<file path="config.mk">
export PLATFORM = sky130hd
export DESIGN_NAME = motor_pwm_driver_flat
export DESIGN_NICKNAME = d
export VERILOG_FILES = /design/src/rtl/motor_pwm_driver_if.sv /design/src/rtl/motor_pwm_driver.sv /design/src/flat_wrapper.sv
export SDC_FILE = /design/constraint.sdc
export NUM_CORES = 1
export LEC_CHECK = 0
export BUFFER_PORTS_ARGS = -buffer_cell sky130_fd_sc_hd__buf_2
export CELL_PAD_IN_SITES_DETAIL_PLACEMENT = 1
export CELL_PAD_IN_SITES_GLOBAL_PLACEMENT = 1
export CORE_UTILIZATION = 35
export CTS_CLUSTER_DIAMETER = 200
export DETAILED_ROUTE_END_ITERATION = 8
export PLACE_DENSITY_LB_ADDON = 0.1
export SLEW_MARGIN = 20
export SYNTH_ARGS = -nofsm -noshare
export SYNTH_HDL_FRONTEND = slang
export SYNTH_SLANG_ARGS = --single-unit
</file>
<file path="constraint.sdc">
create_clock -name clk -period 24.3 [get_ports clk]
set_input_delay 1.215 -clock clk [delete_from_list [all_inputs] [get_ports clk]]
set_output_delay 1.215 -clock clk [all_outputs]
set_load 0.1 [all_outputs]
</file>
<file path="src/rtl/motor_pwm_driver_if.sv">
// Command bus from the drive-decision stage into the motor PWM driver.
interface motor_pwm_driver_if;
    logic [2:0] drive_command;
    logic [2:0] multiplier;
    logic       valid;

    modport master (output drive_command, output multiplier, output valid);
    modport slave  (input  drive_command, input  multiplier, input  valid);
endinterface

</file>
<file path="src/rtl/motor_pwm_driver.sv">
// Two-wheel H-bridge PWM driver: command-to-duty mapping, per-period ramping,
// dead time before direction reversal, immediate stop and a command watchdog.
//
// state  | meaning
// IDLE   | duty 0, waiting for a nonzero target
// RUN    | duty ramps toward target once per PWM period
// DEAD   | duty 0, counting dead time before a direction flip
module motor_pwm_driver #(
    parameter int PWM_PERIOD = 2500,
    parameter int DUTY_FULL  = 2500,
    parameter int DUTY_SLOW  = 1250,
    parameter int DUTY_PIVOT = 1500,
    parameter int RAMP_STEP  = 125,
    parameter int DEAD_TIME  = 50000,
    parameter int WATCHDOG   = 5000000,
    parameter int DW         = $clog2(PWM_PERIOD + 1)
) (
    input  logic              clk,
    input  logic              reset,
    motor_pwm_driver_if.slave cmd_if,
    output logic              left_pwm,
    output logic              left_dir,
    output logic              right_pwm,
    output logic              right_dir,
    output logic [DW-1:0]     left_duty,
    output logic [DW-1:0]     right_duty,
    output logic              timeout
);
    localparam int WDW = $clog2(WATCHDOG + 1);
    localparam int DTW = (DEAD_TIME > 1) ? $clog2(DEAD_TIME) : 1;
    localparam int PW  = DW + 3;
    localparam logic [DW-1:0]  STEP      = DW'(RAMP_STEP);
    localparam logic [DTW-1:0] DEAD_LOAD = DTW'(DEAD_TIME - 1);

    typedef enum logic [1:0] {S_IDLE, S_RUN, S_DEAD} wheel_state_e;

    logic [DW-1:0]  cnt_q, cnt_d;
    logic [2:0]     cmd_q, cmd_d;
    logic [2:0]     scale_q, scale_d;
    logic [WDW-1:0] wd_q, wd_d;
    logic           timeout_q, timeout_d;
    logic           wrap, force_stop;

    wheel_state_e        st_q [2];
    logic [1:0][DW-1:0]  duty_q;
    logic [1:0]          dir_q;
    logic [1:0][DTW-1:0] dead_q;

    logic [PW-1:0]      base_l, base_r;
    logic [1:0][DW-1:0] tgt, eff, ramp;
    logic [1:0]         tgt_dir;

    function automatic logic is_stop(input logic [2:0] c);
        return (c == 3'd0) || (c >= 3'd6);
    endfunction

    function automatic logic [2:0] eff_scale(input logic [2:0] m);
        return ((m == 3'd0) || (m >= 3'd4)) ? 3'd4 : m;
    endfunction

    function automatic logic [DW-1:0] scaled(input logic [PW-1:0] base, input logic [2:0] scale);
        logic [PW-1:0] prod;
        prod = (base * PW'(scale)) >> 2;
        if (prod > PW'(PWM_PERIOD)) return DW'(PWM_PERIOD);
        return prod[DW-1:0];
    endfunction

    always_comb begin
        wrap      = (cnt_q == DW'(PWM_PERIOD - 1));
        cnt_d     = wrap ? '0 : cnt_q + 1'b1;
        cmd_d     = cmd_if.valid ? cmd_if.drive_command : cmd_q;
        scale_d   = cmd_if.valid ? eff_scale(cmd_if.multiplier) : scale_q;
        wd_d      = '0;
        timeout_d = 1'b0;
        if (!cmd_if.valid) begin
            wd_d      = (wd_q == WDW'(WATCHDOG)) ? wd_q : wd_q + 1'b1;
            timeout_d = timeout_q | (wd_d == WDW'(WATCHDOG));
        end
        // Stop acts on the incoming command so drive is cut on the very next edge.
        force_stop = is_stop(cmd_d) | timeout_d;
    end

    always_comb begin
        base_l  = '0;
        base_r  = '0;
        tgt_dir = 2'b00;
        case (cmd_q)
            3'd1: begin base_l = PW'(DUTY_PIVOT); base_r = PW'(DUTY_PIVOT); tgt_dir = 2'b01; end
            3'd2: begin base_l = PW'(DUTY_SLOW);  base_r = PW'(DUTY_FULL);  end
            3'd3: begin base_l = PW'(DUTY_FULL);  base_r = PW'(DUTY_FULL);  end
            3'd4: begin base_l = PW'(DUTY_FULL);  base_r = PW'(DUTY_SLOW);  end
            3'd5: begin base_l = PW'(DUTY_PIVOT); base_r = PW'(DUTY_PIVOT); tgt_dir = 2'b10; end
            default: ;
        endcase
        tgt[0] = scaled(base_l, scale_q);
        tgt[1] = scaled(base_r, scale_q);
    end

    // A pending reversal ramps toward zero first.
    always_comb begin
        eff  = '0;
        ramp = '0;
        for (int w = 0; w < 2; w++) begin
            eff[w] = (tgt_dir[w] != dir_q[w]) ? '0 : tgt[w];
            if (duty_q[w] < eff[w])
                ramp[w] = ((eff[w] - duty_q[w]) > STEP) ? duty_q[w] + STEP : eff[w];
            else
                ramp[w] = ((duty_q[w] - eff[w]) > STEP) ? duty_q[w] - STEP : eff[w];
        end
    end

    always_ff @(posedge clk) begin
        if (reset) begin
            cnt_q     <= '0;
            cmd_q     <= 3'd0;
            scale_q   <= 3'd4;
            wd_q      <= '0;
            timeout_q <= 1'b0;
            duty_q    <= '0;
            dir_q     <= 2'b00;
            dead_q    <= '0;
            st_q[0]   <= S_IDLE;
            st_q[1]   <= S_IDLE;
        end else begin
            cnt_q     <= cnt_d;
            cmd_q     <= cmd_d;
            scale_q   <= scale_d;
            wd_q      <= wd_d;
            timeout_q <= timeout_d;
            for (int w = 0; w < 2; w++) begin
                if (force_stop) begin
                    st_q[w]   <= S_IDLE;
                    duty_q[w] <= '0;
                end else begin
                    case (st_q[w])
                        S_IDLE: begin
                            if (wrap && (tgt[w] != '0)) begin
                                if (tgt_dir[w] == dir_q[w]) begin
                                    st_q[w]   <= S_RUN;
                                    duty_q[w] <= ramp[w];
                                end else begin
                                    st_q[w]   <= S_DEAD;
                                    dead_q[w] <= DEAD_LOAD;
                                end
                            end
                        end
                        S_RUN: begin
                            if (wrap) begin
                                duty_q[w] <= ramp[w];
                                if (ramp[w] == '0) begin
                                    if (tgt[w] == '0) begin
                                        st_q[w] <= S_IDLE;
                                    end else if (tgt_dir[w] != dir_q[w]) begin
                                        st_q[w]   <= S_DEAD;
                                        dead_q[w] <= DEAD_LOAD;
                                    end
                                end
                            end
                        end
                        S_DEAD: begin
                            if (tgt[w] == '0) begin
                                st_q[w] <= S_IDLE;
                            end else if (tgt_dir[w] == dir_q[w]) begin
                                st_q[w] <= S_RUN;
                            end else if (dead_q[w] == '0) begin
                                dir_q[w] <= ~dir_q[w];
                                st_q[w]  <= S_RUN;
                            end else begin
                                dead_q[w] <= dead_q[w] - 1'b1;
                            end
                        end
                        default: st_q[w] <= S_IDLE;
                    endcase
                end
            end
        end
    end

    assign left_pwm   = (cnt_q < duty_q[0]);
    assign right_pwm  = (cnt_q < duty_q[1]);
    assign left_dir   = dir_q[0];
    assign right_dir  = dir_q[1];
    assign left_duty  = duty_q[0];
    assign right_duty = duty_q[1];
    assign timeout    = timeout_q;
endmodule
</file>
<file path="src/flat_wrapper.sv">
// flat-port wrapper written by rule: the top's interface ports become plain ports
module motor_pwm_driver_flat 
#(
    parameter int PWM_PERIOD = 2500,
    parameter int DUTY_FULL  = 2500,
    parameter int DUTY_SLOW  = 1250,
    parameter int DUTY_PIVOT = 1500,
    parameter int RAMP_STEP  = 125,
    parameter int DEAD_TIME  = 50000,
    parameter int WATCHDOG   = 5000000,
    parameter int DW         = $clog2(PWM_PERIOD + 1)
)
  (clk, reset, left_pwm, left_dir, right_pwm, right_dir, left_duty, right_duty, timeout, cmd_if_drive_command, cmd_if_multiplier, cmd_if_valid);
  motor_pwm_driver_if cmd_if_i ();
  input  logic clk;
  input  logic reset;
  output logic left_pwm;
  output logic left_dir;
  output logic right_pwm;
  output logic right_dir;
  output logic [DW-1:0] left_duty;
  output logic [DW-1:0] right_duty;
  output logic timeout;
  input wire logic [$bits(cmd_if_i.drive_command)-1:0] cmd_if_drive_command;
  input wire logic [$bits(cmd_if_i.multiplier)-1:0] cmd_if_multiplier;
  input wire logic [$bits(cmd_if_i.valid)-1:0] cmd_if_valid;
  assign cmd_if_i.drive_command = cmd_if_drive_command;
  assign cmd_if_i.multiplier = cmd_if_multiplier;
  assign cmd_if_i.valid = cmd_if_valid;
  motor_pwm_driver #(.PWM_PERIOD(PWM_PERIOD), .DUTY_FULL(DUTY_FULL), .DUTY_SLOW(DUTY_SLOW), .DUTY_PIVOT(DUTY_PIVOT), .RAMP_STEP(RAMP_STEP), .DEAD_TIME(DEAD_TIME), .WATCHDOG(WATCHDOG), .DW(DW)) u_core (.clk(clk), .reset(reset), .cmd_if(cmd_if_i), .left_pwm(left_pwm), .left_dir(left_dir), .right_pwm(right_pwm), .right_dir(right_dir), .left_duty(left_duty), .right_duty(right_duty), .timeout(timeout));
endmodule
</file>
==> results.md, run 1 <==
- Status: finished, final reports clean
- Crit start category: register
- Crit-path max cell delay: ~0.80 ns
- Sequential fraction of the synthesis area: 0.176
- Initial DRC Count: 612
- Core area: approximately 0.034 sq mm
- First-pass GRT wire length: about 64 mm
- Post-CTS Setup Bufs: 0
- Vias post-DR: between 10000 and 15000
- Starting density of the core: 0.358
- Ant. Diodes: 0
- Share of cells above drive strength 1: 0.0843
- Most area-consuming cells after synthesis: dfxtp_1 17%, ha_1 12%, a21oi_1 4.9%
- CP most frequent cell: inv_1
- Placer congestion estimate: between 0.8 and 0.9
- Most frequent cells in the layout: 137 x nor2_1, 123 x nand2_1, 117 x a21oi_1
- M1 WL: roughly 19 mm
- Hold crit path type: register to register
- Async SR Flop Fraction: 0
- Worst-Margin Slew: roughly 1.0 ns
- F_max: around 110 MHz
- Commonest non-fill, non-tap cell in the layout: nor2_1
- WL met3: ~1000 um
- Syn_nets: around 1700
- Place WS: approximately 15 ns
- Die H: 188 um
- Setup ws final: ~15 ns
- Final Hold Fails: 0
- CTS Hold Buffers Added: 0
- CP endpoint kind: register
- Average size of a mapped cell: 7.55 sq um
- CP max-delay cell: nor3_1
- Clk sinks: between 100 and 150
- Lkg Pwr: 5.21 nW
- Most area-hungry cell type in the Yosys netlist: dfxtp_1
- Root Buffer: clkbuf_16
- Clock Tree Buf Depth: 2
- Footprint of the multi-input gates: between 0.009 and 0.01 sq mm
- Hpwl dp: slightly above 30 mm
- Pwr dens: approximately 47 mW/mm^2
- Port bufs: 37
- Critical path arrival: roughly 9.5 ns
- Nets: between 1500 and 2000
- IO Pins: 38
- Synthesized cell area: 0.0121 sq mm
- Vias per cell: 5.87
- Worst skew pair latency: about 0.38 ns
- RSZ-0062 raised after global routing: no
- Slew HR: 0.314
- Die Wd: between 150 and 200 um
- Synth warnings: 0
- Reg area: about 0.0021 sq mm
- Max layer used: met4
- Filler Cells Inserted: 4230
- Full die area: between 0.03 and 0.04 sq mm
- Worst hold stages: 2
- Routed WL: around 40 mm
- Worst clock skew: 0.0135 ns
- Initial antenna violation count: 0
- Final core occ: 0.380
- WL met2: 18.8 mm
- CTS tree: done
- Number of max-cap violations: 0
- Routed len/inst: 19.2 um
- Synthesis-stage register bit count: about 100
- Tcrit/Tclk final: 0.390
- Grt ovf: 0
- Pwr Total: ~0.60 mW
- Slew Viols, Final: 0
- Top cell type's share of synthesized area: 0.166
- Worst r2r path cells: 30
- Largest net degree at the start of global routing: 41
- Area Growth Syn to Fin: 6.40%
- Top FF cell, synth: dfxtp_1
- Post-cts resize count: 0
- Syn Inst Count: between 1500 and 2000
- Number of global-route vias before repair: 12000
- Setup total negative slack: 0 ns
- Pre-Repair DR Iteration Count: 5
- Max IR drop VDD: ~0.036 mV
- H-tree levels: 3
- Final Setup Violations: 0
- Worst-path clk slew: 0.08 ns
- Residual DRC: 0
- Num CTS Buffers: 9
- Yosys cell types: 108
- Cell row count: between 60 and 70
- CP Class: register to register
- CP Max Fanout: 13
- Worst EP required: roughly 24 ns
- Total GRT Usage: 0.224
- Post-route antenna net violation count: 0
- Post-synth EDFFs: 4
- Fin crit period: around 9.5 ns
==> where the power goes <==
group | switching [mW] | internal [mW]
clock network | 0.0771 | 0.0922
logic | 0.164 | 0.0885
registers | 0.00406 | 0.173
total | 0.245 | 0.354
==> cell usage after synthesis, types with 7 or more instances <==
library cell	instances
xnor2_1	41
ha_1	112
and3_1	14
o221ai_1	8
nand3_1	54
a211oi_1	35
buf_6	11
nand2_1	123
nor4b_1	13
nand4_1	25
o211ai_1	23
clkbuf_1	46
buf_2	7
or4_1	11
or2_2	17
fa_1	16
dfxtp_1	100
nor3_1	77
a31oi_1	16
mux2i_1	8
o31ai_1	10
o311ai_0	10
xor2_1	30
inv_1	109
o21a_1	25
nor4_1	14
a311oi_1	8
nor2b_1	17
nand2b_1	16
or3_1	27
and2_1	21
nor2_1	137
o21ai_0	79
o32ai_1	8
o21bai_1	7
a21o_1	52
a21oi_1	117
==> registers in the layout, summed over array words and instances (netlist names) <==
name               flops
u_core.timeout         1
u_core.st_q            4
u_core.cmd_q           3
u_core.left_duty      12
u_core.cnt_q          12
u_core.right_duty     12
u_core.wd_q           23
u_core.dead_q         32
u_core.scale_q         3
u_core.dir_q           2
==> per-layer routing <==
| layer | vias to the layer above | track usage |
|---|---|---|
| met3 | 43 | 0.0249 |
| met2 | 189 | 0.383 |
| li1 | 5889 | - |
| met5 | - | 0 |
| met1 | 5841 | 0.294 |
| met4 | 0 | 0.0713 |
==> final cells by class <==
cell class | instances | share of cell area
inverters | 109 | 0.0319
well taps | 448 | 0.0437
flip-flops and latches | 104 | 0.166
repair buffers | 47 | 0.0203
clock buffers | 10 | 0.0179
multi-input cells | 1314 | 0.713
clock inverters | 6 | 0.00761
==> path summary, 6_finish.rpt <==
| check | start | to | slack, ns |
|---|---|---|---|
| worst max-delay path | u_core.cmd_q[1]$_SDFF_PP0_ | u_core.st_q[1][0]$_SDFFCE_PP0P_ | 14.82 |
| worst min-delay path | u_core.dead_q[16]$_SDFFE_PP0P_ | u_core.dead_q[16]$_SDFFE_PP0P_ | 0.49 |
| worst max register to register | u_core.cmd_q[1]$_SDFF_PP0_ | u_core.st_q[1][0]$_SDFFCE_PP0P_ | 14.82 |
| worst min register to register | u_core.dead_q[16]$_SDFFE_PP0P_ | u_core.dead_q[16]$_SDFFE_PP0P_ | 0.49 |
==> metrics by stage <==
stage               std cells  cell area [sq um]  hold slack [ns]
finish                   2038              12800            0.492
floorplan                1596              12100            0.440
detailed placement       2022              12500            0.487
global placement         2022              12500            0.477
global route             2038              12800            0.518
CTS                      2038              12800            0.499
==> worst max-delay path: cells and delay by family (launching register included) <==
kind / cells / cell delay [ns]
simple gates: 14 / 4.67
fa+ha+maj: 3 / 1.10
mux: 1 / 0.40
flops: 1 / 0.55
compound gates: 9 / 2.04
buf+inv: 3 / 0.34
==> cell families after synthesis <==
group | Yosys count | share of synthesized area
xor gates and xnor gates | 71 | 0.0516
buffers and inverters | 178 | 0.0655
and+or+nand+nor | 610 | 0.265
DFF | 104 | 0.176
muxes | 13 | 0.0123
adders and majority gates | 128 | 0.143
AOI/OAI and AO/OA | 492 | 0.287
Note: power is estimated with default switching activity, not from simulation.
==> run 2, diff against run 1 <==
- clock period: 24.3 -> 7.8 ns (I/O delays scaled with it)
==> run 2 against run 1 <==
Hold slack worse by 0.21 ns; sequential power grew to 3.1 times the previous value; clock power grew to 3.1 times the previous value.
==> results.md, run 2 (synthesis results as in run 1) <==
- CTS tree: done (unchanged)
- CP most frequent cell: buf_4 (was inv_1)
- Status: finished, final reports clean (unchanged)
- Crit start category: register (unchanged)
- Number of max-cap violations: 0 (unchanged)
- Leading registers by flop count: u_core.dead_q: 32 flops, u_core.wd_q: 23 flops (unchanged)
- Post-route antenna net violation count: 0 (unchanged)
- Final Setup Violations: 0 (unchanged)
- Initial DRC Count: 545 (was 612)
- Worst-Margin Slew: 0.973 ns (was 1.03 ns)
- H-tree levels: 3 (unchanged)
- Most frequent cells in the layout: 236 x buf_4, 131 x nor2_1, 114 x nand2_1 (was 137 x nor2_1, 123 x nand2_1, 117 x a21oi_1)
- Post-route insts no fill: 2277 (was 2038)
- Full die area: 0.0352 sq mm (unchanged)
- Commonest non-fill, non-tap cell in the layout: buf_4 (was nor2_1)
- Port bufs: 37 (unchanged)
- Cell row count: 67 (unchanged)
- CP Max Fanout: 6 (was 13)
- Share of cells above drive strength 1: 0.278 (was 0.0843)
- Die H: 188 um (unchanged)
- CP Class: register to register (unchanged)
- Largest net degree at the start of global routing: 41 (unchanged)
- Tcrit/Tclk final: 0.975 (was 0.390)
- Worst-path clk slew: 0.08 ns (about the same)
- Clk sinks: 104 (unchanged)
- Pre-Repair DR Iteration Count: 4 (was 5)
- Max IR drop VDD: 0.135 mV (was 0.0365 mV)
- Final Hold Fails: 0 (unchanged)
- Core area: 0.0337 sq mm (unchanged)
- Area Growth Syn to Fin: 29.2% (was 6.40%)
- Starting density of the core: 0.358 (unchanged)
- Vias post-DR: 13100 (was 12000)
- Worst clock skew: 0.0166 ns (was 0.0135 ns)
- Slew HR: 0.349 (was 0.314)
- Total GRT Usage: 0.240 (was 0.224)
- Num CTS Buffers: 9 (unchanged)
- Die Wd: 188 um (unchanged)
- CP endpoint kind: register (unchanged)
- Design area: 0.0156 sq mm (was 0.0128 sq mm)
- Vias per cell: 5.75 (was 5.87)
- Residual DRC: 0 (unchanged)
- Fin crit period: 7.60 ns (was 9.48 ns)
- Clock power frac: 0.225 (was 0.283)
- F_max: 132 MHz (was 105 MHz)
- Max FFs per register: 32 (unchanged)
- Net Switching: 0.946 mW (was 0.245 mW)
- Nets: 1962 (was 1722)
- Initial antenna violation count: 0 (unchanged)
- Routed len/inst: 19.4 um (was 19.2 um)
- CP top delay family: simple AND/OR/NAND/NOR gates (unchanged)
- Place WS: -0.206 ns (was 14.85 ns)
- Pwr dens: 151 mW/mm^2 (was 46.7 mW/mm^2)
- Worst skew pair latency: 0.37 ns (was 0.38 ns)
- Setup ws final: 0.196 ns (was 14.82 ns)
- Pwr Total: 2.36 mW (was 0.599 mW)
- Post-DP Area: 0.0140 sq mm (was 0.0125 sq mm)
- Setup total negative slack: 0 ns (unchanged)
- Slew Viols, Final: 0 (unchanged)
- Fin Hold WS: 0.277 ns (was 0.492 ns)
- First-pass GRT wire length: 69.2 mm (was 64.5 mm)
- Crit-path max cell delay: 0.53 ns (was 0.80 ns)
- CP max-delay cell: or4_4 (was nor3_1)
- Clock Tree Buf Depth: 2 (unchanged)
- Grt ovf: 0 (unchanged)
- Lkg Pwr: 6.54 nW (was 5.21 nW)
- Hpwl dp: 33.3 mm (was 30.8 mm)
- Routed WL: 44.2 mm (was 39.2 mm)
- Final core occ: 0.462 (was 0.380)
- Worst EP required: 7.85 ns (was 24.34 ns)
- Logic gate share of total power: 0.541 (was 0.421)
- Internal Dissipation: 1.41 mW (was 0.354 mW)
- Switch share: 0.401 (was 0.409)
- Register share of total power: 0.234 (was 0.296)
- CTS Hold Buffers Added: 0 (unchanged)
- Ant. Diodes: 0 (unchanged)
- Placer congestion estimate: 0.921 (was 0.880)
- Worst path bufs/invs: 6 (was 3)
- Reg with most FFs: u_core.dead_q (unchanged)
- Number of global-route vias before repair: 13200 (was 12000)
- IO Pins: 38 (unchanged)
- Hold crit path type: input pin to register (was register to register)
- Root Buffer: clkbuf_16 (unchanged)
- Inst Count DP: 2224 (was 2022)
- Critical path arrival: 7.65 ns (was 9.52 ns)
-- run 2: cell types whose count changed in the layout (fill, tap and decap cells not counted), sizes merged --
cell,previous run,this run
a41oi,4,5
nor2,141,142
buf,47,284
clkbuf,10,9
clkdlybuf4s15,0,1
-- run 2: per-layer routing --
metal	vias to the layer above	wire length, um	global-route usage
li1	6363	-	-
met2	186	22400	0.434
met3	54	1000	0.0253
met5	-	0	0
met4	0	873	0.0588
met1	6479	19900	0.301
-- run 2: cell type report --
| class | instances | area, sq um |
|---|---|---|
| clock buffer | 9 | 225 |
| clock inverter | 6 | 97.6 |
| fill | 4157 | 18100 |
| inverter | 109 | 412 |
| multi-input combinational | 1316 | 10000 |
| sequential | 104 | 2130 |
| tap | 448 | 561 |
| timing repair buffer | 285 | 2100 |
-- run 2: power by group through the flow --
| stage | clock network (mW) | registers [mW] | logic, mW |
|---|---|---|---|
| after global placement | 0 | 0.563 | 1.01 |
| after floorplan | 0 | 0.557 | 0.607 |
| after global routing | 0.562 | 0.552 | 1.36 |
| final | 0.530 | 0.551 | 1.28 |
| after detailed placement | 0 | 0.563 | 1.03 |
| after CTS | 0.542 | 0.551 | 1.07 |
-- run 2: worst paths after layout --
path                                  start                              end  slack, ns  depth (start not counted)
max              u_core.cmd_q[1]$_SDFF_PP0_  u_core.st_q[1][0]$_SDFFCE_PP0P_       0.20                         34
min                 cmd_if_drive_command[0]       u_core.cmd_q[0]$_SDFF_PP0_       0.28                          3
min reg2reg  u_core.dead_q[16]$_SDFFE_PP0P_   u_core.dead_q[16]$_SDFFE_PP0P_       0.50                          2
max reg2reg      u_core.cmd_q[1]$_SDFF_PP0_  u_core.st_q[1][0]$_SDFFCE_PP0P_       0.20                         34
-- run 2: timing repair --
item | 4_1_cts | 5_1_grt
buffers inserted | 2 | 33
resized for setup | 24 | 189
cloned | 2 | 1
pin swaps | 5 | 72
setup endpoints to repair | 37 | 40
-- run 2: tightest hold or removal path, cell delays in order --
cell and delay (ns):
buf_2 0.09, mux2i_1 0.06, nor2_1 0.07
